### config.mk
export PLATFORM = sky130hd
export DESIGN_NAME = alu_cmd_issuer
export DESIGN_NICKNAME = d
export VERILOG_FILES = /design/src/rtl/alu_cmd_issuer.sv
export SDC_FILE = /design/constraint.sdc
export NUM_CORES = 1
export LEC_CHECK = 0
export CORE_UTILIZATION = 47
export DETAILED_ROUTE_END_ITERATION = 12
export GPL_TIMING_DRIVEN = 0
export PLACE_DENSITY_LB_ADDON = 0.25
export SKIP_LAST_GASP = 1
export SLEW_MARGIN = 20
export SYNTH_ARGS = -nofsm -noshare
export SYNTH_HDL_FRONTEND = slang
export SYNTH_SLANG_ARGS = --single-unit
### constraint.sdc
create_clock -name clk -period 2.69 [get_ports clk]
set_input_delay 0.4035 -clock clk [delete_from_list [all_inputs] [get_ports clk]]
set_output_delay 0.4035 -clock clk [all_outputs]
set_load 0.01 [all_outputs]
### src/rtl/alu_cmd_issuer.sv
// Command FIFO feeding a fixed-latency external ALU: pops one command at a time,
// waits ALU_LAT cycles, captures the result and holds it until the consumer takes it.
module alu_cmd_issuer #(
    parameter int DEPTH   = 4,
    parameter int ALU_LAT = 1
) (
    input  logic       clk,
    input  logic       rst,
    input  logic       in_valid,
    output logic       in_ready,
    input  logic [1:0] in_op,
    input  logic [3:0] in_a,
    input  logic [3:0] in_b,
    output logic [9:0] alu_cmd,
    input  logic [9:0] alu_res,
    output logic       out_valid,
    input  logic       out_ready,
    output logic [9:0] out_res,
    output logic [9:0] out_cmd,
    output logic       busy
);

    localparam int PW = (DEPTH > 1) ? $clog2(DEPTH) : 1;
    localparam int CW = PW + 1;

    typedef enum logic [1:0] {IDLE, WAIT, HOLD} state_t;

    state_t          state_q, state_d;
    logic [9:0]      mem_q [DEPTH];
    logic [PW-1:0]   wptr_q, wptr_d;
    logic [PW-1:0]   rptr_q, rptr_d;
    logic [CW-1:0]   count_q, count_d;
    logic [3:0]      lat_q, lat_d;
    logic [9:0]      cmd_q, cmd_d;
    logic [9:0]      res_q, res_d;
    logic [9:0]      ocmd_q, ocmd_d;
    logic            ovld_q, ovld_d;
    logic            push, pop;

    // Ready comes only from the registered count so it never depends on this cycle's pop.
    assign in_ready  = (count_q != CW'(DEPTH));
    assign push      = in_valid && in_ready;
    assign alu_cmd   = cmd_q;
    assign out_valid = ovld_q;
    assign out_res   = res_q;
    assign out_cmd   = ocmd_q;
    assign busy      = (state_q != IDLE) || (count_q != '0);

    always_comb begin
        state_d = state_q;
        lat_d   = lat_q;
        cmd_d   = cmd_q;
        res_d   = res_q;
        ocmd_d  = ocmd_q;
        ovld_d  = ovld_q;
        pop     = 1'b0;
        case (state_q)
            IDLE: begin
                if (count_q != '0) begin
                    pop     = 1'b1;
                    cmd_d   = mem_q[rptr_q];
                    lat_d   = 4'(ALU_LAT);
                    state_d = WAIT;
                end
            end
            WAIT: begin
                if (lat_q == 4'd1) begin
                    res_d   = alu_res;
                    ocmd_d  = cmd_q;
                    ovld_d  = 1'b1;
                    lat_d   = 4'd0;
                    state_d = HOLD;
                end else begin
                    lat_d = lat_q - 4'd1;
                end
            end
            HOLD: begin
                if (out_ready) begin
                    ovld_d  = 1'b0;
                    state_d = IDLE;
                end
            end
            default: state_d = IDLE;
        endcase
    end

    // Power-of-two depth lets the pointers wrap naturally.
    always_comb begin
        wptr_d  = push ? wptr_q + PW'(1) : wptr_q;
        rptr_d  = pop  ? rptr_q + PW'(1) : rptr_q;
        count_d = count_q;
        case ({push, pop})
            2'b10:   count_d = count_q + CW'(1);
            2'b01:   count_d = count_q - CW'(1);
            default: count_d = count_q;
        endcase
    end

    always_ff @(posedge clk) begin
        if (push) mem_q[wptr_q] <= {in_op, in_b, in_a};
    end

    always_ff @(posedge clk or posedge rst) begin
        if (rst) begin
            state_q <= IDLE;
            wptr_q  <= '0;
            rptr_q  <= '0;
            count_q <= '0;
            lat_q   <= '0;
            cmd_q   <= '0;
            res_q   <= '0;
            ocmd_q  <= '0;
            ovld_q  <= 1'b0;
        end else begin
            state_q <= state_d;
            wptr_q  <= wptr_d;
            rptr_q  <= rptr_d;
            count_q <= count_d;
            lat_q   <= lat_d;
            cmd_q   <= cmd_d;
            res_q   <= res_d;
            ocmd_q  <= ocmd_d;
            ovld_q  <= ovld_d;
        end
    end

endmodule
After elaboration in Yosys (flattened, before gate mapping)
Memory sizes are Yosys's and may differ from the RTL's. A register that Yosys moved wholly into a read port is not among the register bits.
Cells that the tools add are included.
- register bits: 34
- memory bits (writable): 40
- input bits: 24
- word-level logic and storage cells: 51
- memories: 1
- output and inout bits: 33
- equal/unequal tests: 9
- muxes and demuxes: 15
- $add $sub $neg: 5
- reductions and logical operators: 13
- memories (name ; depth ; bits a word ; read ports ; clocked after Yosys merged registers in ; write ports ; RTL line ; text):
    mem_q ; 4 ; 10 ; 1 ; 1 ; 1 ; 29 ; logic [9:0] mem_q [DEPTH];
- operators by type and width (kind ; count):
    2-to-1 mux 4 bit ; 2
    case mux 4 bit (2 select lines) ; 1
    nonzero test 2 bit ; 4
    2-to-1 mux 1 bit ; 6
    2-to-1 mux 2 bit ; 3
    != test 2 bit, second input constant ; 3
    case mux 2 bit (3 select lines) ; 1
    case mux 3 bit (2 select lines) ; 1
    AND reduction 2 bit ; 3
    AND reduction 3 bit ; 2
    adder 2 x 1 -> 2 bit, second input constant ; 2
    equality test 2 x 1 -> 1 bit, second input constant ; 2
    equality test 2 bit, second input constant ; 2
    equality test 4 x 1 -> 1 bit, second input constant ; 1
    subtractor 4 x 1 -> 4 bit, second input constant ; 1
    adder 3 x 1 -> 3 bit, second input constant ; 1
    != test 3 bit, second input constant ; 1
    nonzero test 3 bit ; 1
    subtractor 3 x 1 -> 3 bit, second input constant ; 1
    zero test 2 bit ; 1
    case mux 1 bit (2 select lines) ; 1
    logical AND 1 bit ; 1
    logical OR 1 bit ; 1

Logic depth before layout (Yosys ltp)
- word-level depth: 5
- gate-level depth with buffers: 10

Worst setup path before layout
Ideal clock, no wire load.
- kind: flip-flop to flip-flop
- start point: reg count_q[0]
- end point: reg count_q[2]
- path slack: 0.588 ns
- cell stages (with the launch flop): 10
- period minus slack after synthesis: 2.102 ns
- path buffers: 1
- setup time: 0.079 ns
- arrival: 2.023 ns
- path through: dfrtp_1 > or3b_1 > clkbuf_1 > nand2_1 > ha_1 > inv_1 > fa_1 > xor2_1 > nor2_1 > xor2_1
- elaborated cells between the ends (all ways): 11
- those cells by class: add/sub: 2; eq/ne: 3; mux: 3; reduce/logical: 3
- RTL lines (element ; RTL line ; text):
    start, declared ; 32 ; logic [CW-1:0] count_q, count_d;
    start signal, assigned ; 118 ; count_q <= count_d;
    != test 3 bit * ; 41 ; assign in_ready = (count_q != CW'(DEPTH));
    named net in_ready ; 10 ; output logic in_ready,
    logical AND 1 bit * ; 42 ; assign push = in_valid && in_ready;
    equality test 2 x 1 -> 1 bit or equality test 2 bit (tied branches) ; 92 ; case ({push, pop})
    case mux 3 bit (2 select lines) or nonzero test 2 bit (tied branches) ; -- ;
The timed path passes the listed nets; every way through them passes the cells marked *.
A chain may end at the register's enable or synchronous reset.

Worst setup path after layout
- start point: reg state_q[1]
- end point: reg count_q[2]
- longest elaborated chain between the ends: 4
- elaborated cells between the ends (all ways): 6
- those cells by class: eq/ne: 2; mux: 2; reduce/logical: 2
- RTL lines (element ; RTL line ; text):
    start, declared ; 28 ; state_t state_q, state_d;
    start signal, assigned ; 115 ; state_q <= state_d;
    zero test 2 bit * ; 57 ; case (state_q)
    2-to-1 mux 1 bit * ; 57 ;
    named net pop ; 38 ; logic push, pop;
    equality test 2 x 1 -> 1 bit or equality test 2 bit (tied branches) ; 92 ;
    case mux 3 bit (2 select lines) or nonzero test 2 bit (tied branches) ; -- ;
Marked as above.

==> qor_table.md <==
| Stage | Quantity | Reported |
|---|---|---|
| place | Weighted congestion reported at the end of routability-driven placement | 0.706 |
| die | Floorplan Core Area | 6910 µm² |
| critical path | CP max FO | 10 |
| finish | Fraction of layout instances using a drive strength above 1 | 23.7% |
| route | Via Count | 1746 |
| clocking | Maximum buffer depth of the clock tree | 2 |
| route | Post-DR vias/cell | 4.88 |
| finish | Number of antenna repair diodes | 0 |
| die | Number of top-level pins | 57 |
| die | Initial cell density of the core | 49.3% |
| timing | Least-Margin Pin Slew | 545 ps |
| finish | Nets | 289 |
| route | Avg WL per Cell | 15.1 µm |
| synthesis | Synthesized area per cell | 18.0 µm² |
| critical path | Critical Path Source Type | flip-flop |
| finish | Post-route insts no fill | 358 |
| synthesis | Most frequent cell after synthesis | dfrtp_1 |
| clocking | Buffer type at the clock tree root | clkbuf_8 |
| power | Leakage power summed over all cells | 1.69 nW |
| timing | FMAX | 452 MHz |
| run status | Run status | finished clean |
| timing | Number of hold violations in the final report | 0 |
| die | Die width | 87.1 µm |
| min path | Worst min-delay path class | in2async |
| synthesis | Share of synthesized registers carrying an async set or reset | 52.4% |
| synthesis | Post-Syn Nets | 221 |
| synthesis | Top cell types by occurrence after synthesis | dfrtp_1 (44), edfxtp_1 (40), mux2_2 (22) |
| timing | Final slew viol count | 0 |
| critical path | Arrival time of data at the critical path endpoint | 2480 ps |
| finish | Filler instances | 537 |
| clocking | Number of gates resized after cts | 0 |
| clocking | CTS H-tree lvls | 3 |
| clocking | Post-CTS Setup Repair Bufs | 0 |
| die | Number of placement rows | 30 |
| timing | Post-route fraction of the period consumed by the critical path | 82.3% |
| synthesis | Synth unique cells | 39 |
| grt | Final global-route overflow total | 0 |
| critical path | Type of element capturing the critical path | flip-flop |
| clocking | Clock transition at the register clock pins on the worst setup and hold paths after CTS | 90 ps |
| timing | RSZ-0062 raised after global routing | no |
| timing | Finish-stage setup viols | 0 |
| grt | Via count of the first global-routing pass | 1798 |
| route | Detailed Route WL | 5420 µm |
| clocking | Number of clock sinks | 84 |
| timing | Setup skew after layout | 7.95 ps |
| synthesis | Gate count after technology mapping | 189 |
| synthesis | Sequential cell area fraction in the yosys report | 67.6% |
| place | DP HPWL | 3760 µm |
| grt | Initial antenna violation count | 0 |
| die | Chip Height | 87.1 µm |
| place | Placed insts | 342 |
| timing | Tmin final | 2210 ps |
| run | Count of max-cap constraint violations | 0 |
| power | Maximum resistive drop on vdd | 0.514 mV |
| clocking | Hold-fix buffer count after cts | 0 |
| clocking | CTS tree | built |
| synthesis | Number of enable-type register cells in the synthesized netlist | 40 |
| synthesis | Share of the synthesized area in the top cell type | 35.3% |
| route | Detailed-routing iteration count for the pre-antenna-repair pass | 4 |
| route | 1st-iter DRT viols | 38 |
| critical path | Critical path start-end classification | reg2reg |
| synthesis | Yosys top cell by area | edfxtp_1 |
| power | Power density relative to cell area | 1170 nW/µm² |
| synthesis | Post-synthesis sequential element count | 84 |
| die | Die Footprint | 7590 µm² |
| synthesis | Cell types with the largest area share after synthesis | edfxtp_1 (35%), dfrtp_1 (32%), mux2_2 (7.3%) |
| clocking | Source-to-sink clock delay at the later pin of the worst-skew pair | 350 ps |
| finish | P&R area growth vs syn | 25.9% |
| route | Residual DRC | 0 |
| place | Buffers on Ports | 56 |
| critical path | Data required time of the critical path | 2960 ps |
| clocking | Number of clock buffers inserted by TritonCTS | 9 |
| grt | Global-route wire length before repair | 9050 µm |
| timing | Relative slew margins | 63.7% |
| synthesis | Top flip-flop cell by instance count after synthesis | dfrtp_1 |
| grt | Tot GR Track Use | 16.4% |
| timing | Summed negative setup slack over all endpoints | 0 ps |
| synthesis | Synthesis Warnings | 0 |
| route | Routed Antenna Nets | 0 |
| synthesis | Area of the mapped netlist | 3400 µm² |
| grt | Maximum number of pins on one net before global-route repair | 28 |
## cells by family after synthesis
group / count (synthesis) / synth area share [%]
buffers and inverters: 16 / 2.90
AO/OA/AOI/OAI: 7 / 1.29
XOR/XNOR: 7 / 1.80
flip-flops: 84 / 67.6
AND/OR/NAND/NOR: 25 / 4.63
adder cells (fa/ha/maj): 8 / 3.16
multiplexers: 42 / 18.6
## area by class of cell
type / instances / area [µm²] / share of cell area (%)
buffer: 6 / 58.8 / 1.37
clock buffer: 9 / 124 / 2.89
clock inverter: 7 / 58.8 / 1.37
inverter: 10 / 40.0 / 0.934
multi-input combinational: 89 / 1000 / 23.4
sequential: 84 / 2300 / 53.7
tap: 96 / 120 / 2.80
timing repair buffer: 57 / 581 / 13.5
## power by group
part | internal [W] | switching (W) | total (W) | leakage [nW]
registers | 0.00183 | 0.000257 | 0.00208 | 0.886
clock network | 0.000349 | 0.000472 | 0.000821 | 0.0883
logic | 0.00126 | 0.000848 | 0.00211 | 0.720
## routing by layer
layer,track usage (%),wire [µm],part of all wire [%]
met5,0,0,0
met4,8.05,94,1.7
met3,3.79,227,4.2
met2,24.8,2550,47
met1,22.5,2550,47
## cell usage in the layout, fill, tap and decap left out, types with 6 or more instances in the layout
master / n
inv_1: 8
mux2_2: 22
clkdlybuf4s50_1: 56
mux4_1: 6
ha_1: 7
edfxtp_1: 40
clkbuf_8: 10
mux2_4: 7
dfrtp_1: 44
## through the flow
step	cell area (µm²)	power [W]	worst slack, ps	utilization, %	hold WS (ps)
global placement	4090	0.00421	353	59.1	475
detailed placement	4110	0.00426	454	59.4	480
CTS	4290	0.00509	449	62.1	371
floorplan	3400	0.00343	588	-	477
global route	4290	0.00535	295	62.1	398
finish	4290	0.00501	477	62.1	362
## final timing paths
check	start	to	slack, ps	depth (start not counted)
max reg2reg	state_q[1]	count_q[2]	480	10
min in group clk	out_res[9]	out_res[9]	490	1
max	state_q[1]	count_q[2]	480	10
max in group asynchronous	rst	count_q[2]	1850	3
min	rst	out_res[0]	360	2
min reg2reg	out_res[9]	out_res[9]	490	1
## worst max-delay path, cell delays in order, from the launching register on
cell and delay [ps]:
dfrtp_1 420, nor2_1 310, nand2_4 140, inv_4 100, buf_12 140, ha_1 180
inv_1 60, fa_1 370, xor2_1 150, nor2_1 120, xor2_1 150
## sequential cells by signal (all words and copies together), names as in the netlist
name / count
lat_q: 4
out_cmd: 10
wptr_q: 2
state_q: 2
mem_q: 40
alu_cmd: 10
out_res: 10
count_q: 3
rptr_q: 2
out_valid: 1
Power figures use the tool's default switching activity.
